<file path="config.mk">
export PLATFORM = sky130hd
export DESIGN_NAME = fwd_ctrl
export DESIGN_NICKNAME = d
export VERILOG_FILES = /design/src/rtl/fwd_ctrl.sv
export SDC_FILE = /design/constraint.sdc
export NUM_CORES = 1
export LEC_CHECK = 0
export CAP_MARGIN = 20
export CELL_PAD_IN_SITES_DETAIL_PLACEMENT = 1
export CELL_PAD_IN_SITES_GLOBAL_PLACEMENT = 1
export CORE_UTILIZATION = 40
export CTS_CLUSTER_SIZE = 40
export DETAILED_ROUTE_END_ITERATION = 6
export PLACE_DENSITY = 0.84
export SLEW_MARGIN = 5
export SYNTH_ARGS = -nofsm -noshare
export SYNTH_HDL_FRONTEND = slang
export SYNTH_SLANG_ARGS = --single-unit
</file>
<file path="constraint.sdc">
create_clock -name clk -period 6 [get_ports clk]
set_input_delay 1.2 -clock clk [delete_from_list [all_inputs] [get_ports clk]]
set_output_delay 1.2 -clock clk [all_outputs]
set_load 0.01 [all_outputs]
</file>
<file path="src/rtl/fwd_ctrl.sv">
// Operand-forwarding and load-use hazard controller for the 5-stage core.
// Computes ALU operand-mux selects in ID and registers them into EX alongside the instruction.
module fwd_ctrl #(
    parameter int RA_W  = 3,
    parameter int CNT_W = 16
) (
    input  logic             clk,
    input  logic             rst,
    input  logic             id_valid,
    input  logic [RA_W-1:0]  id_rs1,
    input  logic [RA_W-1:0]  id_rs2,
    input  logic             id_rs1_used,
    input  logic             id_rs2_used,
    input  logic             id_a_pc,
    input  logic             id_b_imm,
    input  logic [RA_W-1:0]  id_rd,
    input  logic             id_rd_we,
    input  logic             id_is_load,
    input  logic             flush,
    output logic             stall,
    output logic             ex_valid,
    output logic [1:0]       fwd_a_sel,
    output logic [1:0]       fwd_b_sel,
    output logic [CNT_W-1:0] stall_count
);

    localparam logic [1:0] SEL_RF   = 2'b00;
    localparam logic [1:0] SEL_EXM  = 2'b01;
    localparam logic [1:0] SEL_MWB  = 2'b10;
    localparam logic [1:0] SEL_ALT  = 2'b11;

    // MEM/WB producers are bypassed inside the register file, so only DX and XM are tracked here.
    logic            dx_valid;
    logic            dx_we;
    logic            dx_load;
    logic [RA_W-1:0] dx_rd;
    logic            xm_valid;
    logic            xm_we;
    logic [RA_W-1:0] xm_rd;

    logic       dx_match_a;
    logic       dx_match_b;
    logic       xm_match_a;
    logic       xm_match_b;
    logic       hazard;
    logic       issue;
    logic [1:0] sel_a_next;
    logic [1:0] sel_b_next;

    function automatic logic producer_match(
        input logic            valid,
        input logic            we,
        input logic [RA_W-1:0] rd,
        input logic [RA_W-1:0] src,
        input logic            used
    );
        return valid && we && (rd == src) && (src != '0) && used;
    endfunction

    always_comb begin
        dx_match_a = producer_match(dx_valid, dx_we, dx_rd, id_rs1, id_rs1_used);
        dx_match_b = producer_match(dx_valid, dx_we, dx_rd, id_rs2, id_rs2_used);
        xm_match_a = producer_match(xm_valid, xm_we, xm_rd, id_rs1, id_rs1_used);
        xm_match_b = producer_match(xm_valid, xm_we, xm_rd, id_rs2, id_rs2_used);

        // A PC or immediate operand never reads the register, so it cannot cause a load-use stall.
        hazard = dx_load && ((dx_match_a && !id_a_pc) || (dx_match_b && !id_b_imm));
        stall  = id_valid && !flush && hazard;
        issue  = id_valid && !flush && !hazard;

        sel_a_next = SEL_RF;
        if (id_a_pc)         sel_a_next = SEL_ALT;
        else if (dx_match_a) sel_a_next = SEL_EXM;
        else if (xm_match_a) sel_a_next = SEL_MWB;

        sel_b_next = SEL_RF;
        if (id_b_imm)        sel_b_next = SEL_ALT;
        else if (dx_match_b) sel_b_next = SEL_EXM;
        else if (xm_match_b) sel_b_next = SEL_MWB;
    end

    // Pipeline tracking: a bubble carries valid=0 and neutral selects into EX.
    always_ff @(posedge clk or posedge rst) begin
        if (rst) begin
            dx_valid  <= 1'b0;
            dx_we     <= 1'b0;
            dx_load   <= 1'b0;
            dx_rd     <= '0;
            xm_valid  <= 1'b0;
            xm_we     <= 1'b0;
            xm_rd     <= '0;
            fwd_a_sel <= SEL_RF;
            fwd_b_sel <= SEL_RF;
        end else begin
            xm_valid <= dx_valid;
            xm_we    <= dx_we;
            xm_rd    <= dx_rd;
            if (issue) begin
                dx_valid  <= 1'b1;
                dx_we     <= id_rd_we;
                dx_load   <= id_is_load;
                dx_rd     <= id_rd;
                fwd_a_sel <= sel_a_next;
                fwd_b_sel <= sel_b_next;
            end else begin
                dx_valid  <= 1'b0;
                dx_we     <= 1'b0;
                dx_load   <= 1'b0;
                dx_rd     <= '0;
                fwd_a_sel <= SEL_RF;
                fwd_b_sel <= SEL_RF;
            end
        end
    end

    // Saturating performance counter of stall cycles.
    always_ff @(posedge clk or posedge rst) begin
        if (rst) begin
            stall_count <= '0;
        end else if (stall && (stall_count != '1)) begin
            stall_count <= stall_count + CNT_W'(1);
        end
    end

    assign ex_valid = dx_valid;

endmodule
</file>
==> report_table.html, run 1 <==
<table>
<tr><th>Metric</th><th>Value</th></tr>
<tr><th colspan="2">Placement</th></tr>
<tr><td>Buffers added on ports</td><td>40</td></tr>
<tr><td>Area of placed instances</td><td>2113 µm²</td></tr>
<tr><td>Routability congestion estimate from global placement</td><td>0.7917</td></tr>
<tr><td>Final HPWL DP</td><td>3113 µm</td></tr>
<tr><th colspan="2">Setup path</th></tr>
<tr><td>Crit path buffers/inverters</td><td>2</td></tr>
<tr><td>Top cell family by delay on the critical path</td><td>buffers and inverters</td></tr>
<tr><td>Worst-path cell with the longest stage delay</td><td>sky130_fd_sc_hd__clkdlybuf4s50_1</td></tr>
<tr><td>Reg2reg setup slack</td><td>3.50 ns</td></tr>
<tr><td>RR Endpoint</td><td>stall_count[1]$_DFFE_PP0P_</td></tr>
<tr><td>Critical path's largest stage delay</td><td>0.53 ns</td></tr>
<tr><td>Critical Path AT</td><td>3.28 ns</td></tr>
<tr><td>Crit end category</td><td>primary output</td></tr>
<tr><td>Type of element launching the critical path</td><td>input pin</td></tr>
<tr><td>Cell occurring most often along the worst timing path</td><td>sky130_fd_sc_hd__clkdlybuf4s50_1</td></tr>
<tr><td>Depth of the worst register-to-register path</td><td>6</td></tr>
<tr><td>Required time at the endpoint of the critical path</td><td>4.80 ns</td></tr>
<tr><td>Type of the setup path with the least slack</td><td>input pin to primary output</td></tr>
<tr><td>Worst flop-to-flop path startpoint</td><td>dx_rd[2]$_DFF_PP0_</td></tr>
<tr><td>Worst-path cell chain</td><td>clkdlybuf4s50_1 -&gt; or3b_1 -&gt; a211o_1 -&gt; a211oi_1 -&gt; a41o_1 -&gt; clkdlybuf4s50_1</td></tr>
<tr><td>CP Max Fanout</td><td>5</td></tr>
<tr><th colspan="2">Synth</th></tr>
<tr><td>Mux cell area share after synthesis</td><td>0.006808</td></tr>
<tr><td>Average instance area after synthesis</td><td>10.95 µm²</td></tr>
<tr><td>Share of async-settable or async-resettable flops after synthesis</td><td>1.000</td></tr>
<tr><td>Count of warnings emitted by yosys</td><td>0</td></tr>
<tr><td>Number of nets produced by synthesis</td><td>171</td></tr>
<tr><td>Distinct cell type count of the synthesized netlist</td><td>38</td></tr>
<tr><td>Yosys reg bits</td><td>31</td></tr>
<tr><td>Top cells by area in the synthesized netlist</td><td>sky130_fd_sc_hd__dfrtp_1 47%, sky130_fd_sc_hd__xor2_1 7.4%, sky130_fd_sc_hd__xnor2_1 4.8%, sky130_fd_sc_hd__nor3_2 4.2%, sky130_fd_sc_hd__nand3_1 2.7%</td></tr>
<tr><td>Post-synthesis compound-gate area fraction</td><td>0.1097</td></tr>
<tr><td>Proportion of netlist area held by the largest area contributor</td><td>0.4690</td></tr>
<tr><td>Post-Synth Adder-Cell Area</td><td>0.007564</td></tr>
<tr><td>Synth Instances</td><td>151</td></tr>
<tr><td>Dominant combinational cell family by area after synthesis</td><td>simple AND/OR/NAND/NOR gates</td></tr>
<tr><td>Cell accounting for the most synthesized area</td><td>sky130_fd_sc_hd__dfrtp_1</td></tr>
<tr><td>Main synth FF type</td><td>sky130_fd_sc_hd__dfrtp_1</td></tr>
<tr><td>Synth Area in Simple Gates</td><td>0.2738</td></tr>
<tr><td>Cell area after technology mapping</td><td>1654 µm²</td></tr>
<tr><td>Share of the synthesized netlist area taken by xor and xnor gates</td><td>0.1218</td></tr>
<tr><td>Count of flip-flops with a built-in enable after synthesis</td><td>0</td></tr>
<tr><td>Share of the yosys chip area belonging to registers</td><td>0.4690</td></tr>
<tr><th colspan="2">Finish</th></tr>
<tr><td>Multi-input logic area</td><td>859.6 µm²</td></tr>
<tr><td>Layout-stage area growth over the synthesis result</td><td>33.81%</td></tr>
<tr><td>Layout fillers</td><td>439</td></tr>
<tr><td>Area taken by flip-flops and latches</td><td>775.7 µm²</td></tr>
<tr><td>Number of inserted diodes</td><td>0</td></tr>
<tr><td>Net total in the final layout</td><td>218</td></tr>
<tr><td>Post-Layout Inst Area</td><td>2213 µm²</td></tr>
<tr><td>Proportion of layout cells with a drive suffix above 1</td><td>0.1106</td></tr>
<tr><th colspan="2">Power and ir drop</th></tr>
<tr><td>Leak Pwr</td><td>0.9767 nW</td></tr>
<tr><td>Internal power consumption</td><td>0.3388 mW</td></tr>
<tr><td>PwrDens</td><td>195.6 nW/µm²</td></tr>
<tr><td>Sequential group share of total power</td><td>0.504</td></tr>
<tr><td>Part of the total power dissipated in the clock network</td><td>0.409</td></tr>
<tr><td>Overall power</td><td>0.4328 mW</td></tr>
<tr><td>Switching share of power</td><td>0.2173</td></tr>
<tr><td>IR drop worst, VDD</td><td>0.0001219 V</td></tr>
<tr><td>Gate power share</td><td>0.088</td></tr>
<tr><td>Net load switching power</td><td>0.09407 mW</td></tr>
<tr><th colspan="2">Detailed routing</th></tr>
<tr><td>Via density per instance</td><td>5.418</td></tr>
<tr><td>Via Count</td><td>1349</td></tr>
<tr><td>Post-route DRC</td><td>0</td></tr>
<tr><td>First drt pass iteration count</td><td>4</td></tr>
<tr><td>DRC violation total after the first TritonRoute iteration</td><td>28</td></tr>
<tr><td>Final wirelength</td><td>4225 µm</td></tr>
<tr><td>Residual antenna-violating net count after detailed routing</td><td>0</td></tr>
<tr><td>Average routed wire per standard cell</td><td>16.97 µm</td></tr>
<tr><th colspan="2">Clocking</th></tr>
<tr><td>Master cell of the clock root buffer</td><td>sky130_fd_sc_hd__clkbuf_8</td></tr>
<tr><td>Clock slew at the register clock pins of the worst setup and hold paths</td><td>0.06 ns</td></tr>
<tr><td>Cts repair resizes</td><td>0</td></tr>
<tr><td>Worst skew pair latency</td><td>0.28 ns</td></tr>
<tr><td>Post-CTS Setup Repair Bufs</td><td>0</td></tr>
<tr><td>Clock sink count</td><td>31</td></tr>
<tr><td>Number of clock buffers inserted by TritonCTS</td><td>5</td></tr>
<tr><td>CTS Hold Bufs</td><td>0</td></tr>
<tr><td>Clock tree from TritonCTS</td><td>built</td></tr>
<tr><td>H-tree level count</td><td>2</td></tr>
<tr><td>Maximum buffer depth of the clock tree</td><td>2</td></tr>
<tr><th colspan="2">STA</th></tr>
<tr><td>Achievable Freq</td><td>223.0 MHz</td></tr>
<tr><td>Setup repair after global routing missed its margin</td><td>no</td></tr>
<tr><td>Worst Tran Pin Value</td><td>0.9025 ns</td></tr>
<tr><td>Worst Clk Skew</td><td>0.005557 ns</td></tr>
<tr><td>Final critical-path required period</td><td>4.483 ns</td></tr>
<tr><td>Max-slew violations</td><td>0</td></tr>
<tr><td>Slew HR</td><td>0.3983</td></tr>
<tr><td>Final setup viols</td><td>0</td></tr>
<tr><td>Post-Route Hold Slack</td><td>0.4300 ns</td></tr>
<tr><td>Setup TNS after final layout</td><td>0 ns</td></tr>
<tr><td>Period utilisation layout</td><td>0.7472</td></tr>
<tr><td>Number of failing hold endpoints at the final stage</td><td>0</td></tr>
<tr><th colspan="2">Floorplanning</th></tr>
<tr><td>Core Area</td><td>3971 µm²</td></tr>
<tr><td>Core Rows</td><td>23</td></tr>
<tr><td>Starting density of the core</td><td>0.4165</td></tr>
<tr><td>DIE HEIGHT</td><td>66.31 µm</td></tr>
<tr><td>Die outline area</td><td>4396 µm²</td></tr>
<tr><td>Die width</td><td>66.31 µm</td></tr>
<tr><td>Top Ports</td><td>41</td></tr>
<tr><th colspan="2">GRT</th></tr>
<tr><td>Number of global-route vias before repair</td><td>1386</td></tr>
<tr><td>Wire length of the first global-routing pass</td><td>6775 µm</td></tr>
<tr><td>Total gr overflow</td><td>0</td></tr>
<tr><td>Overall global routing resource usage</td><td>0.2113</td></tr>
<tr><td>Number of antenna violations at the first check in global routing</td><td>0</td></tr>
<tr><td>Largest net degree at the start of global routing</td><td>32</td></tr>
<tr><th colspan="2">Outcome</th></tr>
<tr><td>Outcome</td><td>finished, final reports clean</td></tr>
<tr><th colspan="2">Min path</th></tr>
<tr><td>Endpoint of the worst hold path</td><td>xm_we$_DFF_PP0_</td></tr>
<tr><td>Worst Hold Path Cells</td><td>0</td></tr>
<tr><td>Type of the most critical hold path</td><td>flop to flop</td></tr>
<tr><td>Start point of the worst min-delay path</td><td>dx_we$_DFF_PP0_</td></tr>
<tr><th colspan="2">Run</th></tr>
<tr><td>Max-cap violations</td><td>0</td></tr>
</table>
==> worst register-to-register path: cells and delay by family, from the launching register on <==
family	cells	cell delay [ns]
simple gates	2	0.71
compound gates	3	0.80
mux	1	0.37
flops	1	0.51
==> cell usage after synthesis, types with 2 or more instances <==
cell type and n:
sky130_fd_sc_hd__nor2b_1 3, sky130_fd_sc_hd__xor2_1 14, sky130_fd_sc_hd__a41o_1 2, sky130_fd_sc_hd__a21oi_1 5, sky130_fd_sc_hd__xnor2_1 9, sky130_fd_sc_hd__nand2b_1 3, sky130_fd_sc_hd__inv_1 2, sky130_fd_sc_hd__nand2_1 11
sky130_fd_sc_hd__nor3b_1 4, sky130_fd_sc_hd__dfrtp_1 31, sky130_fd_sc_hd__nor4_4 2, sky130_fd_sc_hd__and3_1 6, sky130_fd_sc_hd__nor2_1 7, sky130_fd_sc_hd__nor3_2 7, sky130_fd_sc_hd__nand4_1 7, sky130_fd_sc_hd__o31ai_1 2
sky130_fd_sc_hd__a211oi_1 2, sky130_fd_sc_hd__nand3_1 9, sky130_fd_sc_hd__and2_1 6
==> per-layer routing <==
layer	track usage	share of wire	vias to the layer above
li1	-	-	642
met1	0.2546	0.44	668
met2	0.3712	0.51	32
met3	0.05172	0.036	7
met4	0.05851	0.014	0
met5	0	0	-
==> sequential cells by signal (all words and copies together), names as in the netlist <==
name,cells
dx_rd,3
stall_count,16
dx_load,1
xm_we,1
dx_we,1
ex_valid,1
xm_rd,3
xm_valid,1
fwd_a_sel,2
fwd_b_sel,2
==> worst max-delay path by stage <==
stage	from	slack, ns	cells past startpoint	endpoint
2_1_floorplan	id_rs2[1]	2.57	4	stall
3_3_place_gp	id_rs2[1]	1.52	6	stall
3_5_place_dp	id_rs2[1]	1.49	6	stall
4_1_cts	id_rs2[1]	1.50	6	stall
5_1_grt	id_rs2[1]	1.44	6	stall
6_report	id_rs2[1]	1.52	6	stall
==> cells in the final DEF (no fill, tap or decap), types with 5 or more instances in the layout <==
cell                              instances
sky130_fd_sc_hd__a21oi_1                  5
sky130_fd_sc_hd__and2_1                   6
sky130_fd_sc_hd__and3_1                   6
sky130_fd_sc_hd__clkbuf_8                 7
sky130_fd_sc_hd__clkdlybuf4s50_1         40
sky130_fd_sc_hd__dfrtp_1                 31
sky130_fd_sc_hd__nand2_1                 11
sky130_fd_sc_hd__nand3_1                  9
sky130_fd_sc_hd__nand4_1                  7
sky130_fd_sc_hd__nor2_1                   7
sky130_fd_sc_hd__nor3_2                   7
sky130_fd_sc_hd__xnor2_1                  9
sky130_fd_sc_hd__xor2_1                  14
==> cell type report <==
cell class / count / share of cell area
repair buffers: 41 / 0.1843
multi-input cells: 117 / 0.3884
inverters: 2 / 0.003392
clock buffers: 8 / 0.04522
well taps: 50 / 0.02826
flip-flops and latches: 31 / 0.3505
==> logic make-up after synthesis <==
group                      Yosys count
AOI/OAI and AO/OA                   22
xor gates and xnor gates            23
adders and majority gates            1
buffers and inverters                3
DFF                                 31
muxes                                1
and+or+nand+nor                     70
==> per-stage QoR <==
stage / util / setup WS [ns] / cells
after CTS: 0.5573 / 1.497 / 249
after global placement: 0.5321 / 1.516 / 241
after global routing: 0.5573 / 1.437 / 249
after floorplan: - / 2.568 / 151
final: 0.5573 / 1.517 / 249
after detailed placement: 0.5321 / 1.495 / 241
==> power by group through the flow <==
stage / clock network [mW] / registers (mW) / logic, mW
after floorplan: 0 / 0.221 / 0.0157
after global placement: 0 / 0.221 / 0.0370
after detailed placement: 0 / 0.222 / 0.0384
after CTS: 0.180 / 0.218 / 0.0386
after global routing: 0.192 / 0.218 / 0.0416
final: 0.177 / 0.218 / 0.0379
(Power assumes the default switching activity.)
==> inputs of run 2 (changes only) <==
CORE_UTILIZATION = 38   (was 40)
PLACE_DENSITY = 0.81   (was 0.84)
clock period = 4.15 ns   (was 6 ns; I/O delays follow)
==> run 2 against run 1 <==
- critical path depth stayed put
- final cell count unchanged
- highest routed layer unchanged
- first-iteration DRC count grew 3.6%
- combinational power grew 47%
- clock power is 32% higher
- worst hold slack got worse by 0.0035 ns
- clock skew is 0.0014 ns higher
==> report_table.html, run 2 (synthesis results as in run 1) <==
<table>
<tr><th>Metric</th><th>Value</th></tr>
<tr><th colspan="2">Outcome</th></tr>
<tr><td>Outcome</td><td>finished, final reports clean</td></tr>
<tr><th colspan="2">Finish</th></tr>
<tr><td>Layout fillers</td><td>446 (+1.6%)</td></tr>
<tr><td>Reg with most FFs</td><td>stall_count</td></tr>
<tr><td>Layout-stage area growth over the synthesis result</td><td>32.90%</td></tr>
<tr><td>Utilization after layout</td><td>0.5380 (-0.01937)</td></tr>
<tr><td>Number of inserted diodes</td><td>0 (unchanged)</td></tr>
<tr><td>Largest regs</td><td>stall_count x16, dx_rd x3, xm_rd x3</td></tr>
<tr><td>Max reg flops</td><td>16 (unchanged)</td></tr>
<tr><td>Most used cells in the layout excluding fill and tap cells</td><td>40 x sky130_fd_sc_hd__clkdlybuf4s50_1, 31 x sky130_fd_sc_hd__dfrtp_1, 14 x sky130_fd_sc_hd__xor2_1</td></tr>
<tr><td>Net total in the final layout</td><td>218 (unchanged)</td></tr>
<tr><td>Leading cell type in the layout, fill and taps excluded</td><td>sky130_fd_sc_hd__clkdlybuf4s50_1</td></tr>
<tr><td>Proportion of layout cells with a drive suffix above 1</td><td>0.1106 (unchanged)</td></tr>
<tr><th colspan="2">Power and ir drop</th></tr>
<tr><td>IR drop worst, VDD</td><td>0.0001914 V (+57%)</td></tr>
<tr><td>PwrDens</td><td>274.6 nW/µm² (+40%)</td></tr>
<tr><td>Leak Pwr</td><td>0.9664 nW (-1.1%)</td></tr>
<tr><td>Overall power</td><td>0.6038 mW (+39%)</td></tr>
<tr><th colspan="2">STA</th></tr>
<tr><td>Worst Clk Skew</td><td>0.007000 ns (+0.001443 ns)</td></tr>
<tr><td>Period utilisation layout</td><td>0.9068</td></tr>
<tr><td>Post-Route Hold Slack</td><td>0.4264 ns (-0.003539 ns)</td></tr>
<tr><td>Max-slew violations</td><td>0 (unchanged)</td></tr>
<tr><td>Number of failing hold endpoints at the final stage</td><td>0 (unchanged)</td></tr>
<tr><td>Final critical-path required period</td><td>3.763 ns</td></tr>
<tr><td>Worst Tran Pin Value</td><td>0.9149 ns (+0.01241 ns)</td></tr>
<tr><td>Final setup viols</td><td>0 (unchanged)</td></tr>
<tr><td>Slew HR</td><td>0.3901 (-0.008270)</td></tr>
<tr><td>Setup repair after global routing missed its margin</td><td>no</td></tr>
<tr><td>Achievable Freq</td><td>265.7 MHz</td></tr>
<tr><td>Setup TNS after final layout</td><td>0 ns (unchanged)</td></tr>
<tr><th colspan="2">Detailed routing</th></tr>
<tr><td>Residual antenna-violating net count after detailed routing</td><td>0 (unchanged)</td></tr>
<tr><td>Via Count</td><td>1348 (-0.074%)</td></tr>
<tr><td>First drt pass iteration count</td><td>4 (unchanged)</td></tr>
<tr><td>DRC violation total after the first TritonRoute iteration</td><td>29 (+3.6%)</td></tr>
<tr><td>Average routed wire per standard cell</td><td>17.52 µm (+3.3%)</td></tr>
<tr><td>Via density per instance</td><td>5.414 (about the same)</td></tr>
<tr><td>Final wirelength</td><td>4363 µm (+3.3%)</td></tr>
<tr><td>Post-route DRC</td><td>0 (unchanged)</td></tr>
<tr><th colspan="2">GRT</th></tr>
<tr><td>Overall global routing resource usage</td><td>0.2209 (+0.009592)</td></tr>
<tr><td>Total gr overflow</td><td>0 (unchanged)</td></tr>
<tr><td>Number of global-route vias before repair</td><td>1371 (-1.1%)</td></tr>
<tr><td>Largest net degree at the start of global routing</td><td>32 (unchanged)</td></tr>
<tr><td>Wire length of the first global-routing pass</td><td>7044 µm (+4.0%)</td></tr>
<tr><td>Number of antenna violations at the first check in global routing</td><td>0 (unchanged)</td></tr>
<tr><th colspan="2">Min path</th></tr>
<tr><td>Type of the most critical hold path</td><td>flop to flop</td></tr>
<tr><th colspan="2">Setup path</th></tr>
<tr><td>Critical Path AT</td><td>2.93 ns (-0.35 ns)</td></tr>
<tr><td>CP Max Fanout</td><td>5 (unchanged)</td></tr>
<tr><td>Type of the setup path with the least slack</td><td>input pin to primary output</td></tr>
<tr><td>Crit end category</td><td>primary output</td></tr>
<tr><td>Type of element launching the critical path</td><td>input pin</td></tr>
<tr><td>Required time at the endpoint of the critical path</td><td>3.32 ns (-1.48 ns)</td></tr>
<tr><th colspan="2">Clocking</th></tr>
<tr><td>Number of clock buffers inserted by TritonCTS</td><td>5 (unchanged)</td></tr>
<tr><td>H-tree level count</td><td>2 (unchanged)</td></tr>
<tr><td>Cts repair resizes</td><td>0 (unchanged)</td></tr>
<tr><td>Worst skew pair latency</td><td>0.29 ns (about the same)</td></tr>
<tr><td>Maximum buffer depth of the clock tree</td><td>2 (unchanged)</td></tr>
<tr><td>Clock tree from TritonCTS</td><td>built</td></tr>
<tr><td>Clock sink count</td><td>31 (unchanged)</td></tr>
<tr><td>CTS Hold Bufs</td><td>0 (unchanged)</td></tr>
<tr><td>Master cell of the clock root buffer</td><td>sky130_fd_sc_hd__clkbuf_8</td></tr>
<tr><td>Post-CTS Setup Repair Bufs</td><td>0 (unchanged)</td></tr>
<tr><td>Clock slew at the register clock pins of the worst setup and hold paths</td><td>0.06 ns (about the same)</td></tr>
<tr><th colspan="2">Floorplanning</th></tr>
<tr><td>Die outline area</td><td>4621 µm² (+5.1%)</td></tr>
<tr><td>Die width</td><td>67.98 µm (+2.5%)</td></tr>
<tr><td>Core Rows</td><td>23 (unchanged)</td></tr>
<tr><td>Core Area</td><td>4086 µm² (+2.9%)</td></tr>
<tr><td>Top Ports</td><td>41 (unchanged)</td></tr>
<tr><td>Starting density of the core</td><td>0.4048 (-0.01173)</td></tr>
<tr><td>DIE HEIGHT</td><td>67.98 µm (+2.5%)</td></tr>
<tr><th colspan="2">Placement</th></tr>
<tr><td>Buffers added on ports</td><td>40 (unchanged)</td></tr>
<tr><td>Routability congestion estimate from global placement</td><td>0.7812 (-1.3%)</td></tr>
<tr><td>Final HPWL DP</td><td>3243 µm (+4.2%)</td></tr>
<tr><th colspan="2">Run</th></tr>
<tr><td>Max-cap violations</td><td>0 (unchanged)</td></tr>
</table>
## run 2: cell types whose count changed in the layout (fill, tap and decap cells not counted)
cell,delta
sky130_fd_sc_hd__clkbuf_8,-2
sky130_fd_sc_hd__clkinv_2,+1
sky130_fd_sc_hd__clkinvlp_4,+1
## run 2: cell type report
| type | count | area (µm²) | area share |
|---|---|---|---|
| clock buffer | 6 | 72.57 | 0.03301 |
| multi-input combinational | 117 | 859.6 | 0.3910 |
| clock inverter | 2 | 12.51 | 0.005692 |
| tap | 50 | 62.56 | 0.02846 |
| inverter | 2 | 7.507 | 0.003415 |
| sequential | 31 | 775.7 | 0.3529 |
| timing repair buffer | 41 | 407.9 | 0.1855 |
## run 2: per-layer routing
layer / vias to the layer above / share of wire / GRT usage
met4: 0 / 0.018 / 0.1068
met5: - / 0 / 0
met3: 5 / 0.048 / 0.05500
li1: 646 / - / -
met1: 666 / 0.42 / 0.2645
met2: 31 / 0.52 / 0.3676
## run 2: path summary, 6_finish.rpt
| kind | from | end | slack [ns] | depth (start not counted) |
|---|---|---|---|---|
| setup / recovery | id_rs2[1] | stall | 0.39 | 6 |
| hold / removal | dx_we$_DFF_PP0_ | xm_we$_DFF_PP0_ | 0.43 | 0 |
| setup reg to reg | dx_rd[1]$_DFF_PP0_ | stall_count[14]$_DFFE_PP0P_ | 1.61 | 6 |
| hold reg to reg | dx_we$_DFF_PP0_ | xm_we$_DFF_PP0_ | 0.43 | 0 |
| max in group asynchronous | rst | fwd_a_sel[1]$_DFF_PP0_ | 2.90 | 3 |
| min in group asynchronous | rst | stall_count[4]$_DFFE_PP0P_ | 0.96 | 3 |
## run 2: worst max-delay path, cell delays in order
cell and delay, ns:
sky130_fd_sc_hd__clkdlybuf4s50_1 0.48, sky130_fd_sc_hd__or3b_1 0.38, sky130_fd_sc_hd__a211o_1 0.32, sky130_fd_sc_hd__a211oi_1 0.26
sky130_fd_sc_hd__a41o_1 0.13, sky130_fd_sc_hd__clkdlybuf4s50_1 0.53
## run 2: stage by stage
stage	setup WS (ns)	cells	area, µm²
6_report	0.3868	249	2198
5_1_grt	0.2863	249	2198
4_1_cts	0.3814	249	2198
3_5_place_dp	0.3801	241	2113
3_3_place_gp	0.3989	241	2113
2_1_floorplan	1.458	151	1654
## run 2: where the power goes
group / switching, mW / internal [mW]
clock network: 0.116 / 0.117
registers: 0.00681 / 0.308
logic: 0.0250 / 0.0306
==> inputs of run 3 (changes only) <==
RECOVER_POWER = 25   (was not set)
==> run 3 against run 2 <==
- the run now ends with capacitance limit, slew limit left
- clock skew about the same
- global-route usage unchanged
- clock power about the same
- non-clock buffer count unchanged
- clock-buffer cell count unchanged
- final cell count unchanged
- via count about the same
- critical endpoint unchanged
- sequential share of layout area up 0.060 points
- highest routed layer unchanged
- die area unchanged
==> report_table.html, run 3 (synthesis results as in run 1) <==
<table>
<tr><th>Metric</th><th>Value</th></tr>
<tr><th colspan="2">STA</th></tr>
<tr><td>Max-slew violations</td><td>32 (+32)</td></tr>
<tr><td>Slew HR</td><td>-0.08734 (-0.4774)</td></tr>
<tr><td>Period utilisation layout</td><td>0.9068 (about the same)</td></tr>
<tr><td>Setup repair after global routing missed its margin</td><td>no</td></tr>
<tr><td>Worst Tran Pin Value</td><td>1.631 ns (+0.7161 ns)</td></tr>
<tr><td>Number of failing hold endpoints at the final stage</td><td>0 (unchanged)</td></tr>
<tr><td>Worst Clk Skew</td><td>0.007000 ns (+0.00000003000 ns)</td></tr>
<tr><td>Final setup viols</td><td>0 (unchanged)</td></tr>
<tr><td>Setup TNS after final layout</td><td>0 ns (unchanged)</td></tr>
<tr><td>Final critical-path required period</td><td>3.763 ns (-0.000001000 ns)</td></tr>
<tr><td>Achievable Freq</td><td>265.7 MHz (unchanged)</td></tr>
<tr><th colspan="2">Clocking</th></tr>
<tr><td>Clock sink count</td><td>31 (unchanged)</td></tr>
<tr><td>Master cell of the clock root buffer</td><td>sky130_fd_sc_hd__clkbuf_8</td></tr>
<tr><td>Maximum buffer depth of the clock tree</td><td>2 (unchanged)</td></tr>
<tr><td>Clock tree from TritonCTS</td><td>built</td></tr>
<tr><td>Clock slew at the register clock pins of the worst setup and hold paths</td><td>0.06 ns (about the same)</td></tr>
<tr><td>CTS Hold Bufs</td><td>0 (unchanged)</td></tr>
<tr><td>Worst skew pair latency</td><td>0.29 ns (about the same)</td></tr>
<tr><td>Cts repair resizes</td><td>0 (unchanged)</td></tr>
<tr><td>Post-CTS Setup Repair Bufs</td><td>0 (unchanged)</td></tr>
<tr><td>H-tree level count</td><td>2 (unchanged)</td></tr>
<tr><td>Number of clock buffers inserted by TritonCTS</td><td>5 (unchanged)</td></tr>
<tr><th colspan="2">Floorplanning</th></tr>
<tr><td>Core Area</td><td>4086 µm² (unchanged)</td></tr>
<tr><td>Die outline area</td><td>4621 µm² (unchanged)</td></tr>
<tr><td>Core Rows</td><td>23 (unchanged)</td></tr>
<tr><td>Die width</td><td>67.98 µm (unchanged)</td></tr>
<tr><td>Top Ports</td><td>41 (unchanged)</td></tr>
<tr><td>Starting density of the core</td><td>0.4048 (unchanged)</td></tr>
<tr><td>DIE HEIGHT</td><td>67.98 µm (unchanged)</td></tr>
<tr><th colspan="2">Finish</th></tr>
<tr><td>Layout fillers</td><td>448 (+0.45%)</td></tr>
<tr><td>Layout Cells excl Fill</td><td>249 (unchanged)</td></tr>
<tr><td>Number of inserted diodes</td><td>0 (unchanged)</td></tr>
<tr><td>Max reg flops</td><td>16 (unchanged)</td></tr>
<tr><td>Leading cell type in the layout, fill and taps excluded</td><td>sky130_fd_sc_hd__clkdlybuf4s50_1</td></tr>
<tr><td>Layout-stage area growth over the synthesis result</td><td>32.68%</td></tr>
<tr><td>Most used cells in the layout excluding fill and tap cells</td><td>39 x sky130_fd_sc_hd__clkdlybuf4s50_1, 31 x sky130_fd_sc_hd__dfrtp_1, 14 x sky130_fd_sc_hd__xor2_1</td></tr>
<tr><td>Utilization after layout</td><td>0.5370 (-0.0009190)</td></tr>
<tr><td>Reg with most FFs</td><td>stall_count</td></tr>
<tr><td>Largest regs</td><td>stall_count x16, dx_rd x3, xm_rd x3</td></tr>
<tr><td>Net total in the final layout</td><td>218 (unchanged)</td></tr>
<tr><td>Proportion of layout cells with a drive suffix above 1</td><td>0.1055 (-0.005025)</td></tr>
<tr><th colspan="2">Detailed routing</th></tr>
<tr><td>Average routed wire per standard cell</td><td>17.53 µm (about the same)</td></tr>
<tr><td>Post-route DRC</td><td>0 (unchanged)</td></tr>
<tr><td>Residual antenna-violating net count after detailed routing</td><td>0 (unchanged)</td></tr>
<tr><td>Final wirelength</td><td>4365 µm (about the same)</td></tr>
<tr><td>Via Count</td><td>1347 (-0.074%)</td></tr>
<tr><td>Via density per instance</td><td>5.410 (about the same)</td></tr>
<tr><td>First drt pass iteration count</td><td>4 (unchanged)</td></tr>
<tr><td>DRC violation total after the first TritonRoute iteration</td><td>28 (-3.4%)</td></tr>
<tr><th colspan="2">Setup path</th></tr>
<tr><td>Crit end category</td><td>primary output</td></tr>
<tr><td>Cell occurring most often along the worst timing path</td><td>sky130_fd_sc_hd__clkdlybuf4s50_1</td></tr>
<tr><td>Type of the setup path with the least slack</td><td>input pin to primary output</td></tr>
<tr><td>CP Max Fanout</td><td>5 (unchanged)</td></tr>
<tr><td>Required time at the endpoint of the critical path</td><td>3.32 ns (about the same)</td></tr>
<tr><td>Worst-path cell chain</td><td>clkdlybuf4s50_1 -&gt; or3b_1 -&gt; a211o_1 -&gt; a211oi_1 -&gt; a41o_1 -&gt; clkdlybuf4s50_1</td></tr>
<tr><td>Critical Path AT</td><td>2.93 ns (about the same)</td></tr>
<tr><td>Worst-path cell with the longest stage delay</td><td>sky130_fd_sc_hd__clkdlybuf4s50_1</td></tr>
<tr><td>Critical path's largest stage delay</td><td>0.53 ns (about the same)</td></tr>
<tr><td>Type of element launching the critical path</td><td>input pin</td></tr>
<tr><th colspan="2">GRT</th></tr>
<tr><td>Largest net degree at the start of global routing</td><td>32 (unchanged)</td></tr>
<tr><td>Overall global routing resource usage</td><td>0.2209 (unchanged)</td></tr>
<tr><td>Total gr overflow</td><td>0 (unchanged)</td></tr>
<tr><td>Wire length of the first global-routing pass</td><td>7044 µm (unchanged)</td></tr>
<tr><td>Number of global-route vias before repair</td><td>1371 (unchanged)</td></tr>
<tr><td>Number of antenna violations at the first check in global routing</td><td>0 (unchanged)</td></tr>
<tr><th colspan="2">Power and ir drop</th></tr>
<tr><td>Leak Pwr</td><td>0.9630 nW (-0.35%)</td></tr>
<tr><td>PwrDens</td><td>274.8 nW/µm² (about the same)</td></tr>
<tr><td>IR drop worst, VDD</td><td>0.0001914 V (about the same)</td></tr>
<tr><th colspan="2">Outcome</th></tr>
<tr><td>Outcome</td><td>finished, violations left</td></tr>
<tr><td>Failing checks</td><td>capacitance limit, slew limit</td></tr>
<tr><th colspan="2">Placement</th></tr>
<tr><td>Final HPWL DP</td><td>3243 µm (unchanged)</td></tr>
<tr><td># placed instances</td><td>241 (unchanged)</td></tr>
<tr><td>Routability congestion estimate from global placement</td><td>0.7812 (unchanged)</td></tr>
<tr><td>Buffers added on ports</td><td>40 (unchanged)</td></tr>
<tr><th colspan="2">Run</th></tr>
<tr><td>Max-cap violations</td><td>1 (+1)</td></tr>
<tr><th colspan="2">Min path</th></tr>
<tr><td>Type of the most critical hold path</td><td>flop to flop</td></tr>
</table>
## run 3: cell count changes in the layout (fill, tap and decap cells not counted), sizes merged
cell	change
dlygate4sd3	+1
clkdlybuf4s50	-1
clkbuf	+1
buf	-1
## run 3: final timing paths
check / startpoint / to / slack, ns / depth (start not counted)
max reg2reg: dx_rd[1]$_DFF_PP0_ / stall_count[14]$_DFFE_PP0P_ / 1.61 / 6
max: id_rs2[1] / stall / 0.39 / 6
min in group asynchronous: rst / stall_count[4]$_DFFE_PP0P_ / 1.59 / 3
max in group asynchronous: rst / fwd_a_sel[1]$_DFF_PP0_ / 1.61 / 3
min: dx_we$_DFF_PP0_ / xm_we$_DFF_PP0_ / 0.43 / 0
min reg2reg: dx_we$_DFF_PP0_ / xm_we$_DFF_PP0_ / 0.43 / 0
## run 3: layout make-up
cell class                 count  area (µm²)  share of cell area
clock buffer                   6       72.57             0.03307
inverter                       2       7.507            0.003421
timing repair buffer          41       404.1              0.1842
tap                           50       62.56             0.02851
multi-input combinational    117       859.6              0.3917
sequential                    31       775.7              0.3535
clock inverter                 2       12.51            0.005701
## run 3: critical path: cells and delay by family
| family | cells | cell delay (ns) |
|---|---|---|
| and+or+nand+nor | 1 | 0.38 |
| AOI/OAI and AO/OA | 3 | 0.71 |
| buffers and inverters | 2 | 1.01 |
## run 3: per-stage QoR
stage	hold WS (ns)	total power, mW	area [µm²]	setup slack [ns]
final	0.4264	0.6032	2195	0.3868
after global routing	0.4523	0.6284	2195	0.2863
after CTS	0.4292	0.6098	2198	0.3814
after detailed placement	0.4085	0.3767	2113	0.3801
after global placement	0.4011	0.3734	2113	0.3989
after floorplan	0.3660	0.3420	1654	1.458
## run 3: per-layer routing
layer  up-vias  wire length, µm  global-route usage
li1        646                -                   -
met1       665             1816              0.2645
met2        31             2258              0.3676
met3         5              211             0.05500
met4         0               79              0.1068
met5         -                0                   0
## run 3: report_power, final
group,internal [mW],switching (mW)
Combinational,0.0299,0.0250
Sequential,0.308,0.00681
Clock,0.117,0.116
Total,0.455,0.148
